==> config.mk <==
export PLATFORM = sky130hd
export DESIGN_NAME = dict_loader
export DESIGN_NICKNAME = d
export VERILOG_FILES = /design/src/rtl/dict_pkg.sv /design/src/rtl/dict_load_buf.sv /design/src/rtl/dict_loader.sv
export SDC_FILE = /design/constraint.sdc
export NUM_CORES = 1
export LEC_CHECK = 0
export CORE_UTILIZATION = 60
export CTS_CLUSTER_SIZE = 28
export DETAILED_ROUTE_END_ITERATION = 8
export PLACE_DENSITY = 0.85
export SLEW_MARGIN = 20
export SYNTH_ARGS = -nofsm -noshare
export SYNTH_HDL_FRONTEND = slang
export SYNTH_SLANG_ARGS = --single-unit
==> constraint.sdc <==
create_clock -name clk -period 2.6 [get_ports clk]
set_input_delay 0.52 -clock clk [delete_from_list [all_inputs] [get_ports clk]]
set_output_delay 0.52 -clock clk [all_outputs]
set_load 0.02 [all_outputs]
==> src/rtl/dict_pkg.sv <==
// Shared types and defaults for the dictionary init loader.
// Holds default widths, the table depth and the loader state encoding.
package dict_pkg;

    localparam int DEF_KEY_WIDTH = 4;
    localparam int DEF_VAL_WIDTH = 8;
    localparam int DICT_DEPTH    = 2 ** DEF_KEY_WIDTH;

    typedef enum logic [1:0] {
        ST_IDLE  = 2'd0,
        ST_FILL  = 2'd1,
        ST_BURST = 2'd2,
        ST_DONE  = 2'd3
    } load_state_e;

endpackage

==> src/rtl/dict_load_buf.sv <==
// N x VAL_WIDTH table buffer: one synchronous write port, one registered read.
// Ports: clk, reset, wr_en/wr_addr/wr_data, rd_en/rd_addr, rd_data.
module dict_load_buf
    import dict_pkg::*;
#(
    parameter int KEY_WIDTH = DEF_KEY_WIDTH,
    parameter int VAL_WIDTH = DEF_VAL_WIDTH
) (
    input  logic                 clk,
    input  logic                 reset,
    input  logic                 wr_en,
    input  logic [KEY_WIDTH-1:0] wr_addr,
    input  logic [VAL_WIDTH-1:0] wr_data,
    input  logic                 rd_en,
    input  logic [KEY_WIDTH-1:0] rd_addr,
    output logic [VAL_WIDTH-1:0] rd_data
);

    localparam int N = 2 ** KEY_WIDTH;

    // Table storage is deliberately not reset; every load rewrites it fully.
    logic [VAL_WIDTH-1:0] mem [N];

    always_ff @(posedge clk) begin
        if (wr_en) begin
            mem[wr_addr] <= wr_data;
        end
    end

    // Read data returns to zero whenever no read is issued, so the
    // output is quiet outside the burst.
    always_ff @(posedge clk) begin
        if (reset) begin
            rd_data <= '0;
        end else if (rd_en) begin
            rd_data <= mem[rd_addr];
        end else begin
            rd_data <= '0;
        end
    end

endmodule

==> src/rtl/dict_loader.sv <==
// Buffers a full dictionary table from a valid/ready stream, then replays it
// as one gap-free write burst. Ports: clk, reset, start, in_valid/in_ready/
// in_data (upstream), write_enable/write_val (dictionary), busy, done.
module dict_loader
    import dict_pkg::*;
#(
    parameter int KEY_WIDTH = DEF_KEY_WIDTH,
    parameter int VAL_WIDTH = DEF_VAL_WIDTH
) (
    input  logic                 clk,
    input  logic                 reset,
    input  logic                 start,
    input  logic                 in_valid,
    output logic                 in_ready,
    input  logic [VAL_WIDTH-1:0] in_data,
    output logic                 write_enable,
    output logic [VAL_WIDTH-1:0] write_val,
    output logic                 busy,
    output logic                 done
);

    localparam int N  = 2 ** KEY_WIDTH;
    localparam int CW = KEY_WIDTH + 1;
    localparam logic [CW-1:0] LAST = CW'(N - 1);

    load_state_e          state;
    logic [CW-1:0]        fill_cnt;
    logic [CW-1:0]        burst_cnt;
    logic                 hs;
    logic                 fill_last;
    logic                 burst_last;
    logic                 rd_en;
    logic [KEY_WIDTH-1:0] rd_addr;
    logic [VAL_WIDTH-1:0] rd_data;

    assign in_ready     = (state == ST_FILL);
    assign write_enable = (state == ST_BURST);
    assign busy         = (state == ST_FILL) || (state == ST_BURST);
    assign done         = (state == ST_DONE);

    assign hs         = in_valid && in_ready;
    assign fill_last  = (fill_cnt == LAST);
    assign burst_last = (burst_cnt == LAST);

    // Reads run one entry ahead of the burst: entry 0 is fetched on the
    // final fill handshake, entry k+1 during burst cycle k, so the
    // registered read lines up with write_enable.
    assign rd_en = (state == ST_FILL && hs && fill_last) ||
                   (state == ST_BURST && !burst_last);
    assign rd_addr = (state == ST_BURST) ?
                     burst_cnt[KEY_WIDTH-1:0] + KEY_WIDTH'(1) : '0;

    assign write_val = rd_data;

    always_ff @(posedge clk) begin
        if (reset) begin
            state     <= ST_IDLE;
            fill_cnt  <= '0;
            burst_cnt <= '0;
        end else begin
            unique case (state)
                ST_IDLE: begin
                    if (start) begin
                        state    <= ST_FILL;
                        fill_cnt <= '0;
                    end
                end
                ST_FILL: begin
                    if (hs) begin
                        fill_cnt <= fill_cnt + CW'(1);
                        if (fill_last) begin
                            state     <= ST_BURST;
                            burst_cnt <= '0;
                        end
                    end
                end
                ST_BURST: begin
                    burst_cnt <= burst_cnt + CW'(1);
                    if (burst_last) begin
                        state <= ST_DONE;
                    end
                end
                ST_DONE: begin
                    if (start) begin
                        state    <= ST_FILL;
                        fill_cnt <= '0;
                    end
                end
                default: state <= ST_IDLE;
            endcase
        end
    end

    dict_load_buf #(
        .KEY_WIDTH (KEY_WIDTH),
        .VAL_WIDTH (VAL_WIDTH)
    ) u_buf (
        .clk     (clk),
        .reset   (reset),
        .wr_en   (hs),
        .wr_addr (fill_cnt[KEY_WIDTH-1:0]),
        .wr_data (in_data),
        .rd_en   (rd_en),
        .rd_addr (rd_addr),
        .rd_data (rd_data)
    );

endmodule

# == After elaboration in Yosys (flattened, before gate mapping) ==
# Memory sizes are Yosys's and may differ from the RTL's. A register that Yosys moved wholly into a read port is not among the register bits.
# Cells that the tools add are included.
# op_classes
add_sub_neg,3
eq_ne,9
mux,14
n_bitwise,1
reduce_logical,15
# ops
cell,count
2-to-1 mux 5 bit,4
case mux 5 bit (2 select lines),2
adder 5 x 1 -> 5 bit (second input constant),2
== test 5 x 4 -> 1 bit (second input constant),2
2-to-1 mux 2 bit,4
inequality test 2 x 1 -> 1 bit (second input constant),4
case mux 2 bit (3 select lines),1
AND reduction 3 bit,2
adder 4 x 1 -> 4 bit (second input constant),1
== test 2 bit (second input constant),2
logical AND 1 bit,4
2-to-1 mux 4 bit,1
AND reduction 4 bit,1
nonzero test 2 bit,2
OR reduction 2 bit,2
== test 2 x 1 -> 1 bit (second input constant),1
logical NOT 2 bit,1
logical OR 1 bit,2
2-to-1 mux 1 bit,2
logical NOT 1 bit,1
inverter 1 bit,1
# totals
register_bits,12
ramBits,128
input_bits,12
output_inout_bits,12
wordCells,46
memories,1
# mem_list
memory,depth,width,read_ports,rd_ports_with_merged_regs,wr,line,rtl
u_buf.mem,16,8,1,1,1,dict_load_buf.sv:22,logic [VAL_WIDTH-1:0] mem [N];

# == Longest topological paths before layout ==
# Gate-level depths: netlist (run 1).
# depth
depth_word,7
ltp_mapped,10
ltp_nobuf,8

# == Cells and area by module ==
# From an unflattened synthesis (run 1), not the netlist that was laid out.
# unflattened
cells_unflattened,350
hier_area_um2,6045.8
# by_module_without_submodules
mod,instances,cells_each,area_per_inst_um2,seq_area_each_um2
dict_load_buf,1,254,5230.0,4003.8
dict_loader,1,96,815.8,240.2

# == Worst setup path after synthesis (run 1) ==
# OpenSTA, ideal clock, no wires.
# synth_timing
kind,flip-flop to flip-flop
start,register state[0]
end,"memory u_buf.mem[3][0] (netlist name), enable pin"
arrival_ns,1.845
required_ns,2.217
setup_slack_ns,0.371
path_stages_with_launch,6
path_buffers,1
synth_period_minus_slack_ns,2.229
cell_sequence,dfxtp_1 ha_1 and2_1 clkbuf_1 nand2_1 nor3_1
# synth_via
elab_chain_cells,4
# synth_lines
element,line,rtl
start: declaration,dict_loader.sv:26,load_state_e state;
start signal: assignment,dict_loader.sv:57,state <= ST_IDLE;
start signal: assignment,dict_loader.sv:64,state <= ST_FILL;
start signal: assignment,dict_loader.sv:72,state <= ST_BURST;
== test 2 x 1 -> 1 bit,dict_loader.sv:36,assign in_ready = (state == ST_FILL);
via in_ready,dict_loader.sv:14,"output logic in_ready,"
logical AND 1 bit,dict_loader.sv:41,assign hs = in_valid && in_ready;
2-to-1 mux 1 bit,dict_load_buf.sv:25,if (wr_en) begin
2-to-1 mux 1 bit (not written as such),dict_load_buf.sv:26,mem[wr_addr] <= wr_data;
end: declaration,dict_load_buf.sv:22,
# The timed path passes the listed nets, and every way through them passes these cells.

# == Final worst setup path (run 1) ==
# layout_timing
start,register state[0]
end,output port in_ready
# layout_via
elab_chain_cells,1
# layout_lines
element,line
== test 2 x 1 -> 1 bit,dict_loader.sv:36
end: declaration,dict_loader.sv:14
# Every way passes these cells.

==> results of run 1 <==
[registers in the layout, summed over array words and instances, names as in the netlist]
register and count:
u_buf.mem 128, u_buf.rd_data 8, burst_cnt 5, fill_cnt 5, state 2
[logic make-up (layout without fill, tap and decap cells)]
logic type	count (synthesis)	in the layout
adders and majority gates	10	10
buffers and inverters	28	88
AOI/OAI and AO/OA	62	62
and+or+nand+nor	100	100
xor gates and xnor gates	5	5
muxes	30	30
DFF	148	148
[power groups by stage]
stage | Sequential (mW) | Clock, mW | Combinational [mW]
after floorplan | 2.76 | 0 | 0.774
after global placement | 2.75 | 0 | 1.09
after detailed placement | 2.76 | 0 | 1.14
after CTS | 2.71 | 2.37 | 1.16
after global routing | 2.72 | 2.46 | 1.25
final | 2.71 | 2.36 | 1.16
[worst paths after layout]
path,start,end,slack [ns],cells past startpoint
setup / recovery,state[0],in_ready,0.13,2
hold / removal,fill_cnt[4],fill_cnt[4],0.50,2
setup reg to reg,burst_cnt[1],u_buf.rd_data[3],0.26,5
hold reg to reg,fill_cnt[4],fill_cnt[4],0.50,2
[stage by stage]
stage | instances | power [mW] | worst slack (ns) | util | cell area (sq um)
finish | 572 | 6.23 | 0.128 | 0.742 | 6980
global route | 572 | 6.43 | 0.0167 | 0.742 | 6980
CTS | 572 | 6.24 | 0.0314 | 0.742 | 6980
detailed placement | 540 | 3.90 | 0.343 | 0.681 | 6410
global placement | 540 | 3.84 | 0.433 | 0.681 | 6410
floorplan | 383 | 3.54 | 0.371 | - | 5940
[per-layer routing]
layer | GRT usage | up-vias | wire (um)
met1 | 0.380 | 1785 | 5150
met5 | 0 | - | 0
met3 | 0.0738 | 44 | 1250
li1 | - | 1569 | -
met4 | 0.158 | 0 | 495
met2 | 0.468 | 258 | 6720
[final cells by class]
type | instances | area (sq um) | area share
clock buffers | 19 | 422 | 0.0604
flip-flops and latches | 148 | 4240 | 0.608
inverters | 9 | 33.8 | 0.00484
clock inverters | 13 | 146 | 0.0210
multi-input cells | 207 | 1560 | 0.224
repair buffers | 47 | 413 | 0.0591
well taps | 129 | 161 | 0.0231
[tightest hold or removal path: cells and delay by family, from the launching register on]
family	cells	cell delay, ns
flops	1	0.31
simple gates	1	0.09
compound gates	1	0.05
[cells in the final DEF (no fill, tap or decap), types with 3 or more instances in the layout]
cell	netlist	layout
edfxtp_1	128	128
nand2_1	42	42
nor2_1	29	29
buf_4	4	24
clkdlybuf4s50_1	0	22
dfxtp_1	20	20
mux2i_1	16	16
clkbuf_16	0	16
o2bb2ai_1	15	15
mux4_2	14	14
nor3_1	10	10
ha_1	10	10
inv_1	9	9
a31oi_1	8	8
o21ai_0	7	7
a32oi_1	7	7
o21ai_1	7	7
a21oi_1	6	6
inv_6	0	5
nand3b_1	4	4
clkinvlp_4	0	4
nand2b_1	3	3
nor2b_1	3	3
a221oi_1	3	3
a211oi_1	3	3
==> results.json, run 1 <==
{
  "min_period_ns": 2.47,
  "drtAntennaViolNets": 0,
  "synth-simple-area-share": 0.0771,
  "wl_per_cell_um": 23.8,
  "cap_violations": 0,
  "synth_edf_count": 128,
  "p_switching_mw": 1.73,
  "critical-path-top-delay-family": "buffers and inverters",
  "finalMaxSlewViolations": 0,
  "die_area_sq_um": 10300,
  "cts_buffers": 17,
  "rows": 35,
  "synthCells": 383,
  "grt_start_max_net_pins": 29,
  "clock_sinks": 148,
  "hpwl_mm": 8.24,
  "critPathBufInv": 1,
  "p_int_mw": 4.50,
  "track_usage": 0.295,
  "hp-class": "reg -> reg",
  "cp_slowest_cell": "clkdlybuf4s50_1",
  "htreeDepth": 4,
  "synth.most_common_cell": "edfxtp_1",
  "rsz0062_at_grt": "false",
  "max-slew-margin-rel": 0.512,
  "antenna_found_initial": 0,
  "clk_path_buf_depth": 2,
  "comb_power_share": 0.186,
  "hold_slack_ns": 0.501,
  "wl_mm": 13.6,
  "end_kind": "output pin",
  "overflow": 0,
  "syn2layout_area_growth_pct": 17.5,
  "final.setup.tns_ns": 0,
  "vias": 3656,
  "ys_seq_elements": 148,
  "path_clk_slew_ns": 0.06,
  "via_per_inst": 6.39,
  "die_h_um": 102,
  "clock-root-buffer": "clkbuf_8",
  "pwr-share-seq": 0.435,
  "peakVddDrop_mv": 0.515,
  "synth_common_cells": "128 x edfxtp_1, 42 x nand2_1, 29 x nor2_1, 20 x dfxtp_1, 16 x mux2i_1",
  "synth_top_family_by_area": "multiplexers",
  "synth-adder-area-share": 0.0211,
  "cts_hold_buf": 0,
  "muxShareOfSynthArea": 0.0800,
  "synth_top_area_frac": 0.647,
  "switching_share": 0.278,
  "cts_tree": "done",
  "yosys_most_used_dff": "edfxtp_1",
  "grt_pass1_wl_mm": 20.9,
  "die-width_um": 102,
  "cp.arrival_ns": 1.95,
  "leakage_nw": 2.39,
  "avgSynthCellArea_sq_um": 15.5,
  "nFillCells": 528,
  "worst_slew_pin_slew_ns": 0.730,
  "core_sq_um": 9420,
  "synth_compound_area_frac": 0.0764,
  "ios": 24,
  "skew_ns": 0.00792,
  "yosysSeqAreaShare": 0.714,
  "grt_pass1_vias": 3796,
  "numPortBuffers": 23,
  "drive_gt1_frac": 0.167,
  "setup.worst_path.start_class": "register",
  "crit_chain": "ha_1 -> clkdlybuf4s50_1",
  "setup_viol": 0,
  "fmax_mhz": 404,
  "synth_area_leaders": "edfxtp_1 65%, dfxtp_1 6.7%, mux4_2 5.3%",
  "floorplan.initialDensity": 0.631,
  "async_flop_share": 0,
  "worstSetupPathType": "reg -> out",
  "clk_latency_ns": 0.54,
  "num-nets-final": 452,
  "cts_setup_buffers": 0,
  "dr.pass1.iters": 5,
  "synth_area_sq_um": 5940,
  "syn_nets": 405,
  "drc": 0,
  "p_per_area_nw_per_um2": 892,
  "diodes": 0,
  "cp.required_ns": 2.08,
  "yosys.area.top_type": "edfxtp_1",
  "cp_max_fo": 8,
  "synth-xor-area-share": 0.00863,
  "drt_iter0_drc": 354,
  "status": "finished clean",
  "ys_warn_count": 0,
  "hold_violations": 0,
  "finalCritPeriodShare": 0.951,
  "slowest_delay_ns": 0.67,
  "post_cts_resize_count": 0,
  "ys_types": 41,
  "place_congestion": 0.778,
  "clkPwrFrac": 0.379
}
No activity file was read; power rests on OpenSTA's default activity.
==> run 2: changes to the inputs <==
- CORE_MARGIN: unset -> 2
- clock period: 2.6 -> 3.05 ns (I/O delays scaled with it)
==> run 2 against run 1 <==
Global-route usage shrank 4.3 points. Core utilization shrank 2.4 points. Count of clock-buffer cells in the layout grew 3. Clock skew is essentially flat. Setup slack gained 0.18 ns. Non-clock buffer count shrank 11. Clock power shrank 12%. Cell area shrank 0.48%. First-iteration DRC count grew 20%. Worst hold slack gained 0.012 ns. Largest cell class unchanged.
==> results.json, run 2 (same netlist as run 1, synthesis figures left out) <==
{
  "status": "finished clean",
  "hpwl_mm": 8.01,
  "drtAntennaViolNets": 0,
  "vias": 3523,
  "skew_ns": 0.00754,
  "nFillCells": 570,
  "numPortBuffers": 23,
  "die_h_um": 104,
  "leakage_nw": 2.36,
  "drt_iter0_drc": 424,
  "rsz0062_at_grt": "false",
  "grt_use_met2": 0.403,
  "dr.pass1.iters": 6,
  "via_per_inst": 6.24,
  "final_common_cell": "edfxtp_1",
  "grtUsageMet1": 0.338,
  "cp.required_ns": 2.44,
  "regMostFlops": "u_buf.mem",
  "rows": 36,
  "largest_register_ff_count": 128,
  "hold_violations": 0,
  "end_kind": "output pin",
  "setup.worst_path.start_class": "register",
  "grt_util_met3": 0.0560,
  "place_congestion": 0.806,
  "cts_tree": "done",
  "post-route-cell-area_sq_um": 6950,
  "hold_slack_ns": 0.512,
  "max-slew-margin-rel": 0.482,
  "ios": 24,
  "die-width_um": 104,
  "cp_max_fo": 14,
  "drive_gt1_frac": 0.150,
  "worstSetupPathType": "reg -> out",
  "worst_slew_pin_slew_ns": 0.775,
  "top_regs": "u_buf.mem (128), u_buf.rd_data (8)",
  "cts_hold_buf": 0,
  "diodes": 0,
  "cts_setup_buffers": 0,
  "fmax_mhz": 365,
  "clk_path_buf_depth": 2,
  "finalMaxSlewViolations": 0,
  "wl_per_cell_um": 22.6,
  "layout_common_cells": "128 x edfxtp_1, 42 x nand2_1, 29 x nor2_1, 23 x clkdlybuf4s50_1, 20 x dfxtp_1",
  "antenna_found_initial": 0,
  "floorplan.initialDensity": 0.614,
  "placed_area_sq_um": 6340,
  "wl_mm": 12.8,
  "clk_latency_ns": 0.52,
  "final.setup.tns_ns": 0,
  "grt_start_max_net_pins": 29,
  "cts_buffers": 17,
  "drc": 0,
  "peakVddDrop_mv": 0.602,
  "hp-class": "reg -> reg",
  "core_sq_um": 9680,
  "setup_viol": 0,
  "num-nets-final": 441,
  "grt_pass1_vias": 3548,
  "p_per_area_nw_per_um2": 773,
  "track_usage": 0.253,
  "grt_pass1_wl_mm": 19.9,
  "die_area_sq_um": 10700,
  "busiest_layer": "met2",
  "overflow": 0,
  "cp.arrival_ns": 2.13,
  "path_clk_slew_ns": 0.06,
  "min_period_ns": 2.74,
  "clock_sinks": 148,
  "syn2layout_area_growth_pct": 16.9,
  "finalCritPeriodShare": 0.899,
  "post_cts_resize_count": 0,
  "clock-root-buffer": "clkbuf_8",
  "cap_violations": 0,
  "htreeDepth": 4
}
==> run 2: area by class of cell <==
| class | count | area [sq um] | share of cell area |
|---|---|---|---|
| clock inverters | 10 | 108 | 0.0155 |
| well taps | 133 | 166 | 0.0239 |
| flip-flops and latches | 148 | 4240 | 0.611 |
| multi-input cells | 207 | 1560 | 0.225 |
| inverters | 9 | 33.8 | 0.00486 |
| clock buffers | 22 | 507 | 0.0729 |
| repair buffers | 36 | 328 | 0.0472 |
==> run 2: layer usage <==
layer | up-vias | wire [um]
met5 | - | 0
li1 | 1545 | -
met2 | 216 | 6230
met3 | 32 | 930
met4 | 0 | 375
met1 | 1730 | 5220
==> run 2: worst max-delay path, stage by stage, from the launching register on <==
cell and delay (ns):
dfxtp_1 0.34, inv_1 0.07, ha_1 0.49, clkdlybuf4s50_1 0.71
==> run 2: where the power goes <==
part,switching [mW],total [mW],leakage (nW),internal (mW)
Clock,0.813,2.08,0.304,1.27
Combinational,0.598,0.986,0.744,0.387
Sequential,0.0387,2.31,1.31,2.27
Total,1.45,5.37,2.36,3.92
==> run 2: per-stage QoR <==
stage	total power [mW]	cells	utilization	setup slack, ns
4_1_cts	5.38	565	0.718	0.313
2_1_floorplan	3.01	383	-	0.821
3_5_place_dp	3.31	533	0.654	0.551
6_report	5.37	565	0.718	0.309
5_1_grt	5.58	565	0.718	0.200
3_3_place_gp	3.27	533	0.654	0.624
==> run 2: final timing paths <==
path / from / to / slack, ns / cells past startpoint
max: state[0] / write_enable / 0.31 / 3
min: burst_cnt[4] / burst_cnt[4] / 0.51 / 2
max reg2reg: burst_cnt[1] / u_buf.rd_data[3] / 0.54 / 6
min reg2reg: burst_cnt[4] / burst_cnt[4] / 0.51 / 2
